## config.mk

```make
export PLATFORM = sky130hd
export DESIGN_NAME = lru_two_victim_ctrl
export DESIGN_NICKNAME = d
export VERILOG_FILES = /design/src/rtl/lru_two_victim_ctrl.sv
export SDC_FILE = /design/constraint.sdc
export NUM_CORES = 1
export LEC_CHECK = 0
export BUFFER_PORTS_ARGS = -buffer_cell sky130_fd_sc_hd__buf_2
export CAP_MARGIN = 25
export CORE_MARGIN = 10
export CORE_UTILIZATION = 55
export DETAILED_ROUTE_END_ITERATION = 8
export GPL_TIMING_DRIVEN = 0
export HOLD_SLACK_MARGIN = 0.05
export PLACE_DENSITY = 0.93
export SYNTH_ARGS = -nofsm -noshare
export SYNTH_HDL_FRONTEND = slang
export SYNTH_SLANG_ARGS = --single-unit
```

## constraint.sdc

```tcl
create_clock -name clk -period 3.1 [get_ports clk]
set_input_delay 0.465 -clock clk [delete_from_list [all_inputs] [get_ports clk]]
set_output_delay 0.465 -clock clk [all_outputs]
set_load 0.02 [all_outputs]
```

## src/rtl/lru_two_victim_ctrl.sv

```systemverilog
// lru_two_victim_ctrl
// Requester side of a 2-way LRU bookkeeping port. Accepts one lookup result at a
// time. A hit is resolved in one cycle with an LRU update. A miss reads the
// victim way from the LRU store, issues a refill request with a valid/ready
// handshake, waits for the refill completion pulse, then updates the LRU entry.
// Hit and miss counters saturate at their maximum value.
module lru_two_victim_ctrl #(
    parameter int ENTRIES    = 256,
    parameter int INDEX_BITS = $clog2(ENTRIES),
    parameter int CNT_W      = 16
) (
    input  logic                  clk,
    input  logic                  rst,
    input  logic                  req_valid,
    output logic                  req_ready,
    input  logic [INDEX_BITS-1:0] req_index,
    input  logic                  req_hit,
    input  logic                  req_hit_way,
    output logic [INDEX_BITS-1:0] line_selector,
    input  logic                  lru_way,
    output logic                  lru_update,
    output logic                  referenced_set,
    output logic                  refill_valid,
    input  logic                  refill_ready,
    output logic [INDEX_BITS-1:0] refill_index,
    output logic                  refill_way,
    input  logic                  refill_done,
    output logic                  resp_valid,
    output logic                  resp_hit,
    output logic                  resp_way,
    input  logic                  clr_stats,
    output logic [CNT_W-1:0]      hit_cnt,
    output logic [CNT_W-1:0]      miss_cnt
);

    typedef enum logic [2:0] {
        IDLE        = 3'd0,
        HIT         = 3'd1,
        VICTIM      = 3'd2,
        REFILL_REQ  = 3'd3,
        REFILL_WAIT = 3'd4,
        DONE        = 3'd5
    } state_t;

    state_t                  state_q, state_d;
    logic [INDEX_BITS-1:0]   index_q;
    logic                    hit_way_q;
    logic                    victim_q;
    logic                    req_ready_q;
    logic                    refill_valid_q;
    logic                    update_q;
    logic                    resp_hit_q;
    logic                    way_q;
    logic [CNT_W-1:0]        hit_cnt_q, hit_cnt_d;
    logic [CNT_W-1:0]        miss_cnt_q, miss_cnt_d;

    // Next-state selection; refill_done only matters while waiting for it.
    always_comb begin
        state_d = state_q;
        case (state_q)
            IDLE:        if (req_valid) state_d = req_hit ? HIT : VICTIM;
            HIT:         state_d = IDLE;
            VICTIM:      state_d = REFILL_REQ;
            REFILL_REQ:  if (refill_ready) state_d = REFILL_WAIT;
            REFILL_WAIT: if (refill_done) state_d = DONE;
            DONE:        state_d = IDLE;
            default:     state_d = IDLE;
        endcase
    end

    // FSM state, lookup capture and registered outputs derived from the next state.
    always_ff @(posedge clk) begin
        if (rst) begin
            state_q        <= IDLE;
            index_q        <= '0;
            hit_way_q      <= 1'b0;
            victim_q       <= 1'b0;
            req_ready_q    <= 1'b1;
            refill_valid_q <= 1'b0;
            update_q       <= 1'b0;
            resp_hit_q     <= 1'b0;
            way_q          <= 1'b0;
        end else begin
            state_q <= state_d;
            if (state_q == IDLE && req_valid) begin
                index_q   <= req_index;
                hit_way_q <= req_hit_way;
            end
            // The selector has been driving index_q since the accept edge, so
            // the store's combinational victim is valid here.
            if (state_q == VICTIM) begin
                victim_q <= lru_way;
            end
            req_ready_q    <= (state_d == IDLE);
            refill_valid_q <= (state_d == REFILL_REQ);
            update_q       <= (state_d == HIT) || (state_d == DONE);
            resp_hit_q     <= (state_d == HIT);
            // HIT is only entered from an accept, so the incoming way is used directly.
            if (state_d == HIT) begin
                way_q <= req_hit_way;
            end else if (state_d == DONE) begin
                way_q <= victim_q;
            end else begin
                way_q <= 1'b0;
            end
        end
    end

    // Saturating statistics; a clear beats a same-cycle increment.
    always_comb begin
        hit_cnt_d  = hit_cnt_q;
        miss_cnt_d = miss_cnt_q;
        if (clr_stats) begin
            hit_cnt_d  = '0;
            miss_cnt_d = '0;
        end else begin
            if (state_q == HIT && hit_cnt_q != {CNT_W{1'b1}}) begin
                hit_cnt_d = hit_cnt_q + 1'b1;
            end
            if (state_q == DONE && miss_cnt_q != {CNT_W{1'b1}}) begin
                miss_cnt_d = miss_cnt_q + 1'b1;
            end
        end
    end

    // Counter registers.
    always_ff @(posedge clk) begin
        if (rst) begin
            hit_cnt_q  <= '0;
            miss_cnt_q <= '0;
        end else begin
            hit_cnt_q  <= hit_cnt_d;
            miss_cnt_q <= miss_cnt_d;
        end
    end

    assign req_ready      = req_ready_q;
    assign line_selector  = index_q;
    assign lru_update     = update_q;
    assign referenced_set = way_q;
    assign refill_valid   = refill_valid_q;
    assign refill_index   = index_q;
    assign refill_way     = victim_q;
    assign resp_valid     = update_q;
    assign resp_hit       = resp_hit_q;
    assign resp_way       = way_q;
    assign hit_cnt        = hit_cnt_q;
    assign miss_cnt       = miss_cnt_q;

endmodule

```

# Word-level counts from Yosys, hierarchy flattened
# Index checks and enable logic that the tools add are counted.
# op_classes
muxes	7
eq_ne	10
n_reduce_logical	7
add_sub_neg	2
# op_table
operator	n
16-bit by 1-bit adder with 16-bit output (second input constant)	2
16-bit inequality test (second input constant)	2
3-bit one-hot mux with 4 select lines	1
3-bit by 2-bit equality test with 1-bit output (second input constant)	3
3-bit equality test (second input constant)	3
3-bit 2-to-1 mux	3
3-bit by 1-bit equality test with 1-bit output (second input constant)	2
3-bit zero test	2
1-bit logical AND	3
1-bit 2-to-1 mux	2
2-bit 2-to-1 mux	1
2-bit OR reduction	1
1-bit logical OR	1
# word_totals
ff_bits	49

# Longest topological paths before layout
# depth
depth_word	6
depth_mapped	6
ltp_nobuf	5

# Worst setup path after synthesis
# OpenSTA, ideal clock, no wires.
# synth_path
path_type	register to register
start	reg miss_cnt_q[0], in the netlist miss_cnt[0]
end	reg miss_cnt_q[12], in the netlist miss_cnt[12]
setup_ns	0.070
path_slack_ns	1.175
path_stages_with_launch	7
required_ns	3.030
arrival_time_ns	1.854
path_cell_list	dfxtp_1 -> ha_1 -> nand2_1 -> or3_1 -> buf_2 -> or4_1 -> a21oi_1
# synth_via
elab_chain_len	2
word_cells_on_any_way	3
classes_between	1 x add/sub; 1 x eq/ne; 1 x reduce/logical
# synth_lines
item	line_no	source
from (decl)	55	logic [CNT_W-1:0] miss_cnt_q, miss_cnt_d;
from (signal assigned)	133	miss_cnt_q <= miss_cnt_d;
parallel branches: the longest is 2 deep, another holds 16-bit by 1-bit adder with 16-bit output	--	
# Parallel ways; which one is timed is not known.
# A chain may end at the register's enable or synchronous reset.

# Final worst setup path
# layout_path
start	reg miss_cnt_q[0], in the netlist miss_cnt[0]
end	reg miss_cnt_q[14], in the netlist miss_cnt[14]
# Same word-level chain as after synthesis.

==> results.md <==
* Outcome: finished clean
* Achievable Freq at 0.502 GHz
* Setup CP Type: reg -> reg
* Fin util at between 60% and 70%
* Clk network pwr share at 31.1%
* Sw Ratio at 27.5%
* Met1 track demand over resource at ~18%
* CTS clk-pin slew, worst paths at ~0.09 ns
* Leakage at between 1 and 1.5 nW
* Hold/Removal Path Class: in -> reg
* Clock buffers created by TritonCTS at 5
* Setup Total Neg Slack at 0 ns
* Drt wl/cell at approximately 16 µm
* Flop pwr share at around 53%
* MaxCap Viol Count at 0
* NetSw at between 0.0003 and 0.0004 W
* Largest clock skew in the final design at ~0.01 ns
* Number of placement rows at 24
* CTS tree: built
* Most utilized layer in the global route result: met2
* Pin count of the biggest net entering global routing at 14
* Largest fanout on the critical path at 10
* Area Overhead vs Synth at 20.8%
* TritonCTS Sinks at roughly 50
* Comb pwr share at 15.6%
* Die footprint at between 7000 and 8000 µm²
* Biggest area consumer among synthesized cells: dfxtp_1
* Max-slew headroom at the worst pin at a little over half
* Antenna violations before repair at 0
* Cell count after synthesis at 293
* Post-synth EDFFs at 0
* Root buffer selected by CTS: clkbuf_8
* Ratio of cells with drive above 1 in the final layout at between 20% and 30%
* Synthesized area per cell at ~8.4 µm²
* Final nets at 391
* Final number of hold-violating endpoints at 0
* Share of the clock period used by the worst path after layout at 64.3%
* Slowest Stage Delay on Critical Path at 0.48 ns
* Total Routed Length at approximately 6700 µm
* Worst voltage drop across the vdd grid at around 0.33 mV
* GR Util All Layers at approximately 17%
* Cts repair resizes at 0
* Share of flip-flops with an asynchronous set or reset after synthesis at 0%
* Worst Path Required at 3.32 ns
* Critical path endpoint category: flop
* Vias in the first global route at roughly 2400
* Initial standard-cell utilization of the core at 56.5%
* Chip Height at 86.9 µm
* Setup fix buffers added after clock tree synthesis at 0
* Top area cells in the synthesized netlist: dfxtp_1 40%, nand2_1 7.3%, a21oi_1 5.3%
* Synthesis warning total at 0
* Clock network latency to the later pin of the worst-skew pair at around 0.3 ns
* Number of I/O port buffers at about 70
* Synth cell types at 47
* Met3 track demand over resource in global routing at 4.96%
* Area share of the largest cell type after synthesis at between 30% and 40%
* Deepest clock path buffer count at 2
* First-pass GRT wire length at roughly 11000 µm
* Period minus WS final at about 2.0 ns
* Post-synthesis instance area at about 2500 µm²
* Final number of setup-violating endpoints at 0
* Last weighted congestion value of the routability-driven placer at approximately 0.82
* Post-synth top flop: dfxtp_1
* Remaining Overflow, GRT at 0
* Count of final max-slew check failures at 0
* Startpoint Class: flop
* HPWL reported at the end of detailed placement at ~5000 µm
* Net count after synthesis at between 300 and 400
* Number of levels in the clock H-tree at 2
* Core region area at roughly 4400 µm²
* Drt pass-1 iters at 5
* Via density at ~6
* RSZ-0062 raised after global routing: no
* DIE WIDTH at around 87 µm
* Worst-Margin Slew at slightly below 0.7 ns
* Internal Power at around 0.00090 W
* Cell Pwr Density at between 400 and 500 nW/µm²
* Number of buffers added to fix hold violations after cts at 0
* Inserted Diodes at 0
* Slowest library cell on the worst path: or4_1
* DRC at 0
* Yosys reg bits at just under 50
* Number of routed nets with antenna violations at 0
* Count of cells along the worst hold path at 3
* Drt initial violations at between 150 and 200
* Seq/Total Area, Yosys at between 30% and 40%
* Number of I/O pins at 73
* Hold Slack at between 0.3 and 0.4 ns
* Met2 Use GR at roughly a third
* Critical path data arrival time at between 2 and 2.5 ns
* Vias at approximately 2500
* List of cells traversed by the critical path: ha_1, nand2_1, or3_1, buf_2, or4_1, a21oi_1
* R2r worst-path depth at 6
## registers in the layout, indices dropped and copies added, names as in the netlist
| name | flops |
|---|---|
| req_ready | 1 |
| state_q | 3 |
| referenced_set | 1 |
| hit_cnt | 16 |
| refill_valid | 1 |
| line_selector | 8 |
| refill_way | 1 |
| miss_cnt | 16 |
| lru_update | 1 |
| resp_hit | 1 |
## cells by family after synthesis
| family | after synthesis | share of synthesized area (%) |
|---|---|---|
| and+or+nand+nor | 136 | 31.0 |
| AOI/OAI and AO/OA | 66 | 17.4 |
| DFF | 49 | 39.9 |
| adders and majority gates | 2 | 1.02 |
| buffers and inverters | 29 | 6.20 |
| muxes | 11 | 4.48 |
## layout by cell type (no fill, tap or decap), drive strengths merged, types with 2 or more instances in the layout
| cell | instances |
|---|---|
| mux2i | 11 |
| a31oi | 7 |
| o21a | 2 |
| and4 | 6 |
| nand2 | 48 |
| and3 | 5 |
| o41ai | 2 |
| nand3 | 10 |
| o21ai | 6 |
| nor3 | 4 |
| ha | 2 |
| buf | 88 |
| clkbuf | 16 |
| nor4b | 2 |
| nor3b | 3 |
| nor4 | 3 |
| nor2 | 11 |
| a21oi | 26 |
| or3 | 12 |
| inv | 4 |
| nand3b | 3 |
| or4 | 9 |
| a41o | 5 |
| nand4 | 8 |
| nor2b | 4 |
| and2 | 3 |
| nand2b | 2 |
| dfxtp | 49 |
| o31ai | 9 |
## metrics by stage
| step | setup WS (ns) | total power (W) | instances | instance area (µm²) |
|---|---|---|---|---|
| global placement | 1.24 | 0.000866 | 417 | 2890 |
| finish | 1.11 | 0.00124 | 424 | 2970 |
| detailed placement | 1.19 | 0.000872 | 417 | 2890 |
| CTS | 1.13 | 0.00124 | 424 | 2970 |
| floorplan | 1.18 | 0.000808 | 293 | 2460 |
| global route | 0.985 | 0.00129 | 424 | 2970 |
## final cells by class
class,count,area (µm²)
fillers,351,1380
clock buffers,7,86.3
well taps,52,65.1
inverters,4,15.0
repair buffers,72,360
multi-input cells,215,1330
flip-flops and latches,49,981
plain buffers,25,138
## synth_stat cells, types with 2 or more instances
master    instances
nor2b_1           4
nand2_1          48
nor2_1           11
a31oi_1           7
o31ai_1           9
buf_2             5
inv_1             4
nor3b_1           2
o21ai_0           6
buf_4            10
nand3b_1          2
nand3_1          10
nand4_1           8
nor3_1            4
and4_1            6
mux2i_1          11
dfxtp_1          49
a21oi_1          26
a41o_1            5
and2_1            3
o41ai_1           2
clkbuf_1          9
nor4_1            2
or3_1            12
o21a_1            2
or4_1             9
and3_1            5
ha_1              2
nand2b_1          2
## metal layers
layer  part of all wire (%)  routed length [µm]
met3                    6.3                 421
met2                     52                3530
met4                    1.5                 102
met5                      0                   0
met1                     40                2670
## final timing paths
kind | start | slack, ns | end
worst max-delay path | miss_cnt[0]$_SDFFE_PP0P_ | 1.11 | miss_cnt[14]$_SDFFE_PP0P_
worst min register to register | line_selector[3]$_SDFFE_PP0P_ | 0.48 | line_selector[3]$_SDFFE_PP0P_
worst max register to register | miss_cnt[0]$_SDFFE_PP0P_ | 1.11 | miss_cnt[14]$_SDFFE_PP0P_
worst min-delay path | req_index[6] | 0.40 | line_selector[6]$_SDFFE_PP0P_
## power by group through the flow
stage / Clock [W] / Combinational [W] / Sequential (W)
after floorplan: 0 / 0.000108 / 0.000699
after global placement: 0 / 0.000188 / 0.000677
after detailed placement: 0 / 0.000194 / 0.000678
after CTS: 0.000383 / 0.000195 / 0.000663
after global routing: 0.000412 / 0.000213 / 0.000667
final: 0.000387 / 0.000194 / 0.000663
## critical path: cells and delay by family (launching register included)
family	cells	cell delay, ns
AO/OA/AOI/OAI	1	0.17
adder cells (fa/ha/maj)	1	0.26
AND/OR/NAND/NOR	3	0.91
flip-flops	1	0.39
buffers and inverters	1	0.19
(Power assumes the default switching activity.)
